**src/rtl/row_packer_if.sv**
```systemverilog
// Cell-in / row-out handshake bundle for row_packer.
// Optional row_parity exists only when ROW_PACKER_PARITY_EN is defined.
interface row_packer_if #(
    parameter int CELLS  = 7,
    parameter int CELL_W = 3,
    parameter int ROWS   = 14
);
    localparam int ROW_W = CELLS * CELL_W;
    localparam int NUM_W = ($clog2(ROWS) < 1) ? 1 : $clog2(ROWS);

    logic [CELL_W-1:0] cell_in;
    logic              cell_valid;
    logic              cell_ready;
    logic              row_abort;
    logic [ROW_W-1:0]  row_out;
    logic              row_valid;
    logic              row_ready;
    logic [NUM_W-1:0]  row_num;
`ifdef ROW_PACKER_PARITY_EN
    logic              row_parity;
`endif

    modport master (
        output cell_in, cell_valid, row_abort, row_ready,
        input  cell_ready, row_out, row_valid, row_num
`ifdef ROW_PACKER_PARITY_EN
        , input row_parity
`endif
    );

    modport slave (
        input  cell_in, cell_valid, row_abort, row_ready,
        output cell_ready, row_out, row_valid, row_num
`ifdef ROW_PACKER_PARITY_EN
        , output row_parity
`endif
    );
endinterface

```
**src/rtl/row_packer.sv**
```systemverilog
// Packs CELLS cells of CELL_W bits into a row; row_valid rises 1 cycle after the last cell is accepted.
// The last cell of a row is held off while the previous row is unconsumed; optional ROW_PACKER_PARITY_EN adds row_parity.
module row_packer #(
    parameter int CELLS  = 7,
    parameter int CELL_W = 3,
    parameter int ROWS   = 14
) (
    input  logic       clk,
    input  logic       rst,
    row_packer_if.slave bus
);
    localparam int ROW_W = CELLS * CELL_W;
    localparam int COL_W = $clog2(CELLS);
    localparam int NUM_W = ($clog2(ROWS) < 1) ? 1 : $clog2(ROWS);
    localparam logic [COL_W-1:0] LAST_COL = COL_W'(CELLS - 1);
    localparam logic [NUM_W-1:0] LAST_NUM = NUM_W'(ROWS - 1);

    logic [COL_W-1:0] col_q, col_d;
    logic [ROW_W-1:0] asm_q, asm_d;
    logic [ROW_W-1:0] out_q, out_d;
    logic             vld_q, vld_d;
    logic [NUM_W-1:0] num_q, num_d;
    logic             ready;
    logic             accept;
    logic             last;
    logic             hshk;
    logic [ROW_W-1:0] row_full;

    // Only the closing cell waits on the output register; earlier slots fill freely.
    always_comb begin
        ready  = !bus.row_abort && !((col_q == LAST_COL) && vld_q && !bus.row_ready);
        accept = bus.cell_valid && ready;
        last   = accept && (col_q == LAST_COL);
        hshk   = vld_q && bus.row_ready;

        row_full = asm_q;
        for (int k = 0; k < CELLS; k++) begin
            if (col_q == COL_W'(k)) begin
                row_full[k*CELL_W +: CELL_W] = bus.cell_in;
            end
        end

        col_d = col_q;
        asm_d = asm_q;
        if (bus.row_abort) begin
            col_d = '0;
            asm_d = '0;
        end else if (accept) begin
            if (last) begin
                col_d = '0;
                asm_d = '0;
            end else begin
                col_d = col_q + COL_W'(1);
                asm_d = row_full;
            end
        end

        out_d = out_q;
        vld_d = vld_q;
        num_d = num_q;
        if (hshk) begin
            vld_d = 1'b0;
            num_d = (num_q == LAST_NUM) ? '0 : num_q + NUM_W'(1);
        end
        if (last) begin
            out_d = row_full;
            vld_d = 1'b1;
        end
    end

    always_ff @(posedge clk or posedge rst) begin
        if (rst) begin
            col_q <= '0;
            asm_q <= '0;
            out_q <= '0;
            vld_q <= 1'b0;
            num_q <= '0;
        end else begin
            col_q <= col_d;
            asm_q <= asm_d;
            out_q <= out_d;
            vld_q <= vld_d;
            num_q <= num_d;
        end
    end

`ifdef ROW_PACKER_PARITY_EN
    logic par_q;

    always_ff @(posedge clk or posedge rst) begin
        if (rst) begin
            par_q <= 1'b0;
        end else if (last) begin
            par_q <= ^row_full;
        end
    end

    assign bus.row_parity = par_q;
`endif

    assign bus.cell_ready = ready;
    assign bus.row_out    = out_q;
    assign bus.row_valid  = vld_q;
    assign bus.row_num    = num_q;
endmodule

```
**src/flat_wrapper.sv**
```systemverilog
// flat-port wrapper written by rule: the top's interface ports become plain ports
module row_packer_flat 
#(
    parameter int CELLS  = 7,
    parameter int CELL_W = 3,
    parameter int ROWS   = 14
)
  (clk, rst, bus_cell_in, bus_cell_valid, bus_row_abort, bus_row_ready, bus_cell_ready, bus_row_out, bus_row_valid, bus_row_num);
  row_packer_if #(.CELLS(CELLS), .CELL_W(CELL_W), .ROWS(ROWS)) bus_i ();
  input  logic clk;
  input  logic rst;
  input wire logic [$bits(bus_i.cell_in)-1:0] bus_cell_in;
  input wire logic [$bits(bus_i.cell_valid)-1:0] bus_cell_valid;
  input wire logic [$bits(bus_i.row_abort)-1:0] bus_row_abort;
  input wire logic [$bits(bus_i.row_ready)-1:0] bus_row_ready;
  output wire logic [$bits(bus_i.cell_ready)-1:0] bus_cell_ready;
  output wire logic [$bits(bus_i.row_out)-1:0] bus_row_out;
  output wire logic [$bits(bus_i.row_valid)-1:0] bus_row_valid;
  output wire logic [$bits(bus_i.row_num)-1:0] bus_row_num;
  assign bus_i.cell_in = bus_cell_in;
  assign bus_i.cell_valid = bus_cell_valid;
  assign bus_i.row_abort = bus_row_abort;
  assign bus_i.row_ready = bus_row_ready;
  assign bus_cell_ready = bus_i.cell_ready;
  assign bus_row_out = bus_i.row_out;
  assign bus_row_valid = bus_i.row_valid;
  assign bus_row_num = bus_i.row_num;
  row_packer #(.CELLS(CELLS), .CELL_W(CELL_W), .ROWS(ROWS)) u_core (.clk(clk), .rst(rst), .bus(bus_i));
endmodule
```
**config.mk**
```make
export PLATFORM = sky130hd
export DESIGN_NAME = row_packer_flat
export DESIGN_NICKNAME = d
export VERILOG_FILES = /design/src/rtl/row_packer_if.sv /design/src/rtl/row_packer.sv /design/src/flat_wrapper.sv
export SDC_FILE = /design/constraint.sdc
export NUM_CORES = 1
export LEC_CHECK = 0
export ABC_CLOCK_PERIOD_IN_PS = 4100
export CORE_MARGIN = 3
export CORE_UTILIZATION = 42
export DETAILED_ROUTE_END_ITERATION = 16
export DONT_BUFFER_PORTS = 1
export PLACE_DENSITY = 0.59
export SYNTH_ARGS = -nofsm -noshare
export SYNTH_HDL_FRONTEND = slang
export SYNTH_SLANG_ARGS = --single-unit
```
**constraint.sdc**
```tcl
create_clock -name clk -period 4.1 [get_ports clk]
set_clock_uncertainty 0.05 [all_clocks]
set_input_delay 1.23 -clock clk [delete_from_list [all_inputs] [get_ports clk]]
set_output_delay 1.23 -clock clk [all_outputs]
set_load 0.01 [all_outputs]
```
==> impl_metrics.py, run 1 <==
metrics = {
    "cells_and_area": {
        "finalNetCount": 196,
        "num_antenna_cells": 0,
        "syn2layout_area_growth_pct": 6.77,
        "n_fill_cell": 470,
        "final_cell_count_no_fill": 251,
        "design_area_mm2": 0.00239,
        "drive_above_1_share_pct": 23.4,
        "multi_input_area_um2": 966,
        "seqCellArea_mm2": 0.00118,
        "final_util_pct": 48.3,
    },
    "place": {
        "hpwl_um": 3020,
        "dpl-instance-area_mm2": 0.00227,
        "io_buffers": 0,
        "placed_cells": 243,
        "gp_congestion": 0.748,
    },
    "global_routing": {
        "grt_max_degree": 48,
        "grt_pass1_wl_um": 7510,
        "grt_usage_pct": 15.5,
        "antenna_found_initial": 0,
        "gr-total-overflow": 0,
        "grt_pass1_vias": 1463,
    },
    "drt": {
        "drtPass1Iterations": 5,
        "wl_met3_um": 249,
        "route.met2.wl_um": 2150,
        "viasPerCell": 5.71,
        "wl_per_cell_um": 17.6,
        "drt-total-wl_um": 4410,
        "drc": 0,
        "routed.top_layer": "met4",
        "ant_nets": 0,
        "vias": 1433,
        "dr.first_iter.drc_count": 87,
        "wl_met1_um": 1950,
    },
    "sta": {
        "slew_violations": 0,
        "rsz0062_at_grt": "no",
        "fin_crit_sh_pct": 74.4,
        "fin_crit_ns": 3.05,
        "max_freq_ghz": 0.328,
        "hold_viol": 0,
        "worst_pin_slew_ns": 0.958,
        "setup_viol": 0,
        "maxSlewHeadroom_pct": 36.1,
        "whs_ns": 0.457,
        "setup-tns-final_ns": 0,
    },
    "yosys": {
        "yosysWarnings": 0,
        "synth_nets": 201,
        "yosys.area.top_type": "dfrtp_1",
        "synth_edf_count": 0,
        "yosysSeqAreaShare_pct": 52.6,
        "ys_ff_latch": 47,
        "synth_async_sr_flop_share_pct": 100,
        "ys_types": 33,
        "syn_inst": 188,
        "syn_area_per_cell_um2": 11.9,
        "synthTopCellsByArea": "dfrtp_1 (53%), mux2_2 (15%), nand3_1 (3.6%)",
        "netlist_area_mm2": 0.00224,
        "synth_top_area_share_pct": 52.6,
        "ys.flop_type": "dfrtp_1",
    },
    "cts": {
        "cts_setup_buffers": 0,
        "cts_made_buffers": 5,
        "ctsHtreeMaxLevel": 2,
        "hold_buffers": 0,
        "path_clk_slew_ns": 0.08,
        "cts-root-buf": "clkbuf_8",
        "clock_latency_ns": 0.30,
        "cts_resized": 0,
        "cts.sinks": 47,
        "cts_tree": "yes",
        "clockBufferDepth": 2,
    },
    "floorplan": {
        "fp.dieW_um": 79.0,
        "die_height_um": 79.0,
        "pin_count": 35,
        "rows": 25,
        "start_util_pct": 45.3,
        "die_area_mm2": 0.00624,
        "core_mm2": 0.00494,
    },
    "pwr": {
        "powerDensity_mw_per_mm2": 365,
        "irDropWorstVdd_mv": 0.161,
        "p_leak_uw": 0.00119,
    },
    "worst_setup_path": {
        "timing.rr.start": "u_core.col_q[0]$_DFFE_PP0P_",
        "crit_arrival_ns": 1.77,
        "cp-start-kind": "input pin",
        "cp-end-kind": "output port",
        "crit_buf_inv": 0,
        "rrSetupSlack_ns": 2.17,
        "cp_cell_sequence": "and4b_1, nor2_1",
        "max_stage_delay_ns": 0.40,
        "crit_family": "simple AND/OR/NAND/NOR gates",
        "cp-startpoint": "bus_row_ready",
        "worst-path-max-fanout": 8,
        "critPathKind": "input pin to output port",
        "slowest_stage": "and4b_1",
        "cp.required_ns": 2.82,
    },
    "status": {
        "outcome": "complete, no violations",
    },
    "flow_run": {
        "cap_violations": 0,
    },
    "hold_path": {
        "hp-class": "flip-flop to flip-flop",
        "worstHoldStart": "u_core.asm_q[14]$_DFFE_PP0P_",
    },
}
state kept, by name (all words and copies together), names as in the netlist:
signal	cells
u_core.bus.row_out	21
u_core.asm_q	18
u_core.bus.row_num	4
u_core.col_q	3
u_core.bus.row_valid	1
power breakdown:
group	internal (uW)	leakage, uW	switching, uW
Sequential	470	0.000653	6.85
Combinational	14.5	0.000476	30.9
Clock	197	0.0000612	152
cell usage in the layout (no fill, tap or decap), drive strengths merged:
cell | synthesis | routed
o211a | 1 | 1
dfrtp | 47 | 47
and4 | 3 | 3
o211ai | 6 | 6
o21a | 1 | 1
a21oi | 2 | 2
inv | 8 | 8
nor4 | 1 | 1
clkbuf | 6 | 6
nand2b | 2 | 2
and2 | 1 | 1
o21ai | 6 | 6
and3b | 2 | 2
a21o | 1 | 1
mux2 | 31 | 31
a22o | 8 | 8
xnor2 | 1 | 1
nand2 | 8 | 8
nor2 | 2 | 2
bufinv | 0 | 1
clkinv | 0 | 1
and4b | 4 | 4
o31ai | 1 | 1
nand3 | 16 | 16
or2 | 1 | 1
nor2b | 4 | 4
a211oi | 1 | 1
ha | 5 | 5
nand4 | 7 | 7
nand3b | 1 | 1
a211o | 3 | 3
buf | 8 | 2
synthesized netlist by cell type (2+ instances only):
| master | count |
|---|---|
| nand2b_1 | 2 |
| clkbuf_1 | 6 |
| o211ai_1 | 6 |
| nand4_1 | 7 |
| buf_1 | 2 |
| mux2_2 | 30 |
| o21ai_0 | 6 |
| and4_1 | 3 |
| ha_1 | 5 |
| and3b_1 | 2 |
| buf_4 | 2 |
| a21oi_1 | 2 |
| and4b_1 | 4 |
| dfrtp_1 | 47 |
| a211o_1 | 3 |
| buf_2 | 4 |
| nand2_1 | 8 |
| nor2_1 | 2 |
| inv_1 | 8 |
| nor2b_1 | 4 |
| a22o_1 | 8 |
| nand3_1 | 16 |
through the flow:
stage / setup WS, ns / total power, uW
final: 1.05 / 872
after detailed placement: 1.05 / 533
after global routing: 1.01 / 914
after CTS: 1.05 / 884
after global placement: 1.06 / 530
after floorplan: 1.11 / 524
cell type report:
class	count	area share [%]
Sequential cell	47	49.2
Multi-Input combinational cell	119	40.4
Tap cell	67	3.51
Clock buffer	6	3.46
Clock inverter	2	1.47
Inverter	8	1.26
Timing Repair Buffer	2	0.629
cells by family after synthesis:
family / share of synthesized area [%]
AOI/OAI and AO/OA: 9.90
xor gates and xnor gates: 0.392
adders and majority gates: 2.80
buffers and inverters: 4.25
DFF: 52.6
muxes: 15.6
and+or+nand+nor: 14.5
metal layers:
| metal | vias up | global-route usage (%) |
|---|---|---|
| met3 | 5 | 5.22 |
| met1 | 726 | 19.6 |
| met5 | - | 0 |
| met2 | 29 | 25.3 |
| li1 | 673 | - |
| met4 | 0 | 4.64 |
path summary, 6_finish.rpt:
check	cells past startpoint	endpoint
setup / recovery	2	bus_cell_ready
hold / removal	1	u_core.asm_q[14]$_DFFE_PP0P_
setup reg to reg	6	u_core.bus.row_out[7]$_DFFE_PP0P_
hold reg to reg	1	u_core.asm_q[14]$_DFFE_PP0P_
max in group asynchronous	1	u_core.bus.row_out[15]$_DFFE_PP0P_
min in group asynchronous	1	u_core.bus.row_out[2]$_DFFE_PP0P_
(Power assumes the default switching activity.)
==> run 2, diff against run 1 <==
- ABC_CLOCK_PERIOD_IN_PS: 4100 -> 3000
- clock period: 4.1 -> 3 ns (I/O delays scaled with it)
==> run 2 against run 1 <==
  * Critical path depth grew 2
  * Sequential power grew 37%
  * Global-route usage grew 0.34 points
  * Core utilization shrank 0.58 points
  * Final cell count is the same
  * Clock-buffer cell count shrank 1
  * Critical path type is now flip-flop to output port
==> impl_metrics.py, run 2 (synthesis results as in run 1) <==
metrics = {
    "status": {
        "outcome": "complete, no violations",
    },
    "floorplan": {
        "die_area_mm2": 0.00624,
        "core_mm2": 0.00494,
        "pin_count": 35,
        "start_util_pct": 45.3,
        "fp.dieW_um": 79.0,
        "die_height_um": 79.0,
        "rows": 25,
    },
    "sta": {
        "setup-tns-final_ns": 0,
        "hold_viol": 0,
        "max_freq_ghz": 0.384,
        "worst_pin_slew_ns": 0.965,
        "slew_violations": 0,
        "setup_viol": 0,
        "fin_crit_sh_pct": 86.8,
        "maxSlewHeadroom_pct": 35.6,
        "fin_crit_ns": 2.60,
        "rsz0062_at_grt": "no",
    },
    "cells_and_area": {
        "multi_input_area_um2": 966,
        "n_fill_cell": 493,
        "final_cell_mix": "dfrtp_1 (47), mux2_2 (30), nand3_1 (16)",
        "seqCellArea_mm2": 0.00118,
        "finalNetCount": 196,
        "mostFrequentLayoutCell": "dfrtp_1",
        "drive_above_1_share_pct": 23.4,
        "num_antenna_cells": 0,
        "largest_reg_flops": 21,
        "syn2layout_area_growth_pct": 5.48,
    },
    "worst_setup_path": {
        "timing.rr.start": "u_core.col_q[0]$_DFFE_PP0P_",
        "cp_cell_sequence": "inv_1, ha_1, and4b_1, nor2_1",
        "cp-start-kind": "flip-flop",
        "slowest_stage": "dfrtp_1",
        "cp.required_ns": 2.05,
        "rrSetupSlack_ns": 0.90,
        "crit_arrival_ns": 1.65,
        "cp-end-kind": "output port",
        "cp-startpoint": "u_core.col_q[0]$_DFFE_PP0P_",
        "cp-endpoint": "bus_cell_ready",
        "worst-path-max-fanout": 8,
        "max_stage_delay_ns": 0.41,
        "r2r_cells": 6,
        "r2r-end": "u_core.bus.row_out[6]$_DFFE_PP0P_",
        "critPathKind": "flip-flop to output port",
    },
    "pwr": {
        "seqPwrFrac_pct": 59.6,
        "irDropWorstVdd_mv": 0.302,
        "p_leak_uw": 0.00117,
        "netSwitchingFraction_pct": 24.7,
        "power.internal_uw": 825,
        "power.switching_uw": 271,
        "powerDensity_mw_per_mm2": 464,
        "pwr-share-comb_pct": 5.7,
        "p_clk_share_pct": 34.8,
        "finalPower_uw": 1100,
    },
    "place": {
        "hpwl_um": 3170,
        "gp_congestion": 0.724,
        "io_buffers": 0,
    },
    "global_routing": {
        "grt_max_degree": 48,
        "grt_pass1_vias": 1508,
        "grt_usage_pct": 15.9,
        "gr-total-overflow": 0,
        "grt_pass1_wl_um": 7590,
        "antenna_found_initial": 0,
    },
    "drt": {
        "drtPass1Iterations": 4,
        "dr.first_iter.drc_count": 63,
        "drt-total-wl_um": 4540,
        "viasPerCell": 5.76,
        "wl_per_cell_um": 18.1,
        "drc": 0,
        "ant_nets": 0,
        "vias": 1446,
    },
    "cts": {
        "cts-root-buf": "clkbuf_8",
        "clockBufferDepth": 2,
        "cts_resized": 0,
        "hold_buffers": 0,
        "cts_made_buffers": 5,
        "cts_setup_buffers": 0,
        "cts_tree": "yes",
        "path_clk_slew_ns": 0.09,
        "ctsHtreeMaxLevel": 2,
        "cts.sinks": 47,
        "clock_latency_ns": 0.31,
    },
    "hold_path": {
        "hold_depth": 1,
        "hp-class": "flip-flop to flip-flop",
    },
    "flow_run": {
        "cap_violations": 0,
    },
}
## run 2: worst min-delay path by stage
stage                                       startpoint                            to  slack (ns)
final                     u_core.asm_q[14]$_DFFE_PP0P_  u_core.asm_q[14]$_DFFE_PP0P_        0.46
after CTS                 u_core.asm_q[14]$_DFFE_PP0P_  u_core.asm_q[14]$_DFFE_PP0P_        0.47
after global routing      u_core.asm_q[14]$_DFFE_PP0P_  u_core.asm_q[14]$_DFFE_PP0P_        0.49
after detailed placement  u_core.asm_q[14]$_DFFE_PP0P_  u_core.asm_q[14]$_DFFE_PP0P_        0.44
after floorplan           u_core.asm_q[12]$_DFFE_PP0P_  u_core.asm_q[12]$_DFFE_PP0P_        0.41
after global placement    u_core.asm_q[12]$_DFFE_PP0P_  u_core.asm_q[12]$_DFFE_PP0P_        0.43
## run 2: routing by layer
metal	wire (um)	global-route usage [%]
met1	1900	18.2
met2	2300	27.3
met3	266	5.67
met4	83	5.67
met5	0	0
## run 2: power by group through the flow
stage                     Sequential, uW  Combinational, uW  Clock, uW
after floorplan                      661               55.2          0
after global placement               664               60.5          0
after detailed placement             665               64.0          0
after CTS                            652               64.1        393
after global routing                 654               71.7        420
final                                652               62.2        381
## run 2: layout make-up
type | instances | area share [%]
clock inverter | 3 | 0.848
timing repair buffer | 2 | 0.636
inverter | 8 | 1.27
multi-input combinational | 119 | 40.9
tap | 67 | 3.55
sequential | 47 | 49.8
clock buffer | 5 | 2.92
## run 2: stage by stage
step | cells | utilization (%) | setup slack (ns) | hold WS (ns) | cell area [um^2]
6_report | 251 | 47.7 | 0.396 | 0.465 | 2360
5_1_grt | 251 | 47.7 | 0.270 | 0.490 | 2360
4_1_cts | 251 | 47.7 | 0.384 | 0.466 | 2360
3_5_place_dp | 243 | 45.9 | 0.587 | 0.438 | 2270
3_3_place_gp | 243 | 45.9 | 0.629 | 0.429 | 2270
2_1_floorplan | 188 | - | 0.675 | 0.410 | 2240
## run 2: critical path, delay by kind of cell (launching register included)
| kind | cells | cell delay, ns |
|---|---|---|
| simple gates | 2 | 0.55 |
| flops | 1 | 0.41 |
| buf+inv | 1 | 0.12 |
| fa+ha+maj | 1 | 0.26 |
==> run 3, diff against run 2 <==
- ABC_CLOCK_PERIOD_IN_PS: 3000 -> 2800
- CAP_MARGIN: default -> 20
- TNS_END_PERCENT: default -> 20
- clock period: 3 -> 2.8 ns (I/O delays scaled with it)
==> run 3 against run 2 <==
  * Combinational power up 12%
  * Hold slack got worse by 0.033 ns
  * Design area rose by 2.2%
  * Via count grew 1.9%
  * Clock-buffer cell count increased by 1
  * Sequential cell count unchanged
  * Power increased by 17%
  * Critical path type unchanged
  * Critical endpoint unchanged
  * Largest power group unchanged
  * Highest routed layer unchanged
==> impl_metrics.py, run 3 (synthesis results as in run 1) <==
metrics = {
    "cts": {
        "cts.sinks": 47,
        "ctsHtreeMaxLevel": 2,
        "path_clk_slew_ns": 0.08,
        "cts_tree": "yes",
        "clock_latency_ns": 0.30,
        "cts_setup_buffers": 0,
        "cts_resized": 0,
        "cts_made_buffers": 5,
        "clockBufferDepth": 2,
        "cts-root-buf": "clkbuf_8",
        "hold_buffers": 0,
    },
    "global_routing": {
        "antenna_found_initial": 0,
        "grt_max_degree": 29,
        "grt_pass1_wl_um": 8070,
        "grt_usage_pct": 16.7,
        "grt_pass1_vias": 1592,
        "gr-total-overflow": 0,
    },
    "drt": {
        "vias": 1473,
        "ant_nets": 0,
        "viasPerCell": 5.80,
        "drc": 0,
        "drtPass1Iterations": 4,
        "dr.first_iter.drc_count": 70,
        "wl_per_cell_um": 17.9,
        "drt-total-wl_um": 4540,
    },
    "place": {
        "place_ws_ns": 0.515,
        "hpwl_um": 3370,
        "dpl-instance-area_mm2": 0.00229,
        "io_buffers": 0,
        "gp_congestion": 0.805,
    },
    "floorplan": {
        "core_mm2": 0.00494,
        "pin_count": 35,
        "die_area_mm2": 0.00624,
        "rows": 25,
        "fp.dieW_um": 79.0,
        "start_util_pct": 45.3,
        "die_height_um": 79.0,
    },
    "worst_setup_path": {
        "r2r_cells": 6,
        "crit_arrival_ns": 1.62,
        "critPathKind": "flip-flop to output port",
        "slowest_stage": "dfrtp_1",
        "cp_cell_sequence": "inv_1, ha_1, and4b_1, nor2_1",
        "r2r-end": "u_core.bus.row_out[6]$_DFFE_PP0P_",
        "cp-end-kind": "output port",
        "cp-startpoint": "u_core.col_q[0]$_DFFE_PP0P_",
        "max_stage_delay_ns": 0.41,
        "rrSetupSlack_ns": 0.65,
        "cp.required_ns": 1.91,
        "timing.rr.start": "u_core.col_q[0]$_DFFE_PP0P_",
        "cp-start-kind": "flip-flop",
        "worst-path-max-fanout": 8,
        "cp-endpoint": "bus_cell_ready",
    },
    "pwr": {
        "netSwitchingFraction_pct": 21.8,
        "irDropWorstVdd_mv": 0.211,
        "finalPower_uw": 1280,
        "pwr-share-comb_pct": 5.4,
        "p_clk_share_pct": 40.0,
        "power.switching_uw": 279,
        "powerDensity_mw_per_mm2": 531,
        "p_leak_uw": 0.00121,
        "power.internal_uw": 1000,
        "seqPwrFrac_pct": 54.6,
    },
    "sta": {
        "maxSlewHeadroom_pct": 61.0,
        "slew_violations": 0,
        "fin_crit_sh_pct": 89.8,
        "setup-tns-final_ns": 0,
        "whs_ns": 0.432,
        "worst_slack_ns": 0.286,
        "fin_crit_ns": 2.51,
        "worst_pin_slew_ns": 0.585,
        "hold_viol": 0,
        "setup_viol": 0,
        "rsz0062_at_grt": "no",
        "max_freq_ghz": 0.398,
    },
    "cells_and_area": {
        "drive_above_1_share_pct": 24.6,
        "mostFrequentLayoutCell": "dfrtp_1",
        "design_area_mm2": 0.00241,
        "finalNetCount": 199,
        "largest_reg_flops": 21,
        "num_antenna_cells": 0,
        "syn2layout_area_growth_pct": 7.77,
        "final_cell_mix": "dfrtp_1 (47), mux2_2 (30), nand3_1 (16)",
    },
    "status": {
        "outcome": "complete, no violations",
    },
    "hold_path": {
        "hp-class": "input pin to async pin",
    },
    "flow_run": {
        "cap_violations": 0,
    },
}
## run 3: power by group through the flow
stage / Combinational (uW) / Sequential (uW) / Clock [uW]
after detailed placement: 71.3 / 712 / 0
after CTS: 71.1 / 698 / 528
after floorplan: 59.2 / 708 / 0
after global placement: 66.4 / 711 / 0
after global routing: 80.8 / 700 / 561
final: 69.6 / 698 / 512
## run 3: final cells by class
type,count,area [um^2]
fill,462,2530
sequential,47,1180
multi-input combinational,119,966
tap,67,83.8
clock buffer,6,82.6
timing repair buffer,5,37.5
clock inverter,2,35.0
inverter,8,30.0
## run 3: per-stage QoR
step / instances / util (%)
2_1_floorplan: 188 / -
3_3_place_gp: 246 / 46.4
3_5_place_dp: 246 / 46.4
4_1_cts: 254 / 48.8
5_1_grt: 254 / 48.8
6_report: 254 / 48.8
## run 3: worst max-delay path: cells and delay by family, from the launching register on
family / cells / cell delay [ns]
adders and majority gates: 1 / 0.26
buffers and inverters: 1 / 0.11
DFF: 1 / 0.41
and+or+nand+nor: 2 / 0.55
## run 3: per-layer routing
| layer | wire length, um | up-vias | part of all wire, % | global-route usage [%] |
|---|---|---|---|---|
| met5 | 0 | - | 0 | 0 |
| met4 | 71 | 0 | 1.6 | 6.53 |
| met3 | 264 | 6 | 5.8 | 5.67 |
| met2 | 2310 | 32 | 51 | 27.4 |
| met1 | 1890 | 752 | 42 | 20.2 |
| li1 | - | 683 | - | - |
## run 3: worst min path at each step
stage,start,endpoint,slack [ns],cells past startpoint
global placement,u_core.asm_q[12]$_DFFE_PP0P_,u_core.asm_q[12]$_DFFE_PP0P_,0.43,1
CTS,rst,u_core.bus.row_num[0]$_DFFE_PP0P_,0.44,1
finish,rst,u_core.bus.row_out[8]$_DFFE_PP0P_,0.43,1
global route,rst,u_core.asm_q[6]$_DFFE_PP0P_,0.47,1
detailed placement,u_core.asm_q[12]$_DFFE_PP0P_,u_core.asm_q[12]$_DFFE_PP0P_,0.43,1
floorplan,u_core.asm_q[12]$_DFFE_PP0P_,u_core.asm_q[12]$_DFFE_PP0P_,0.41,1
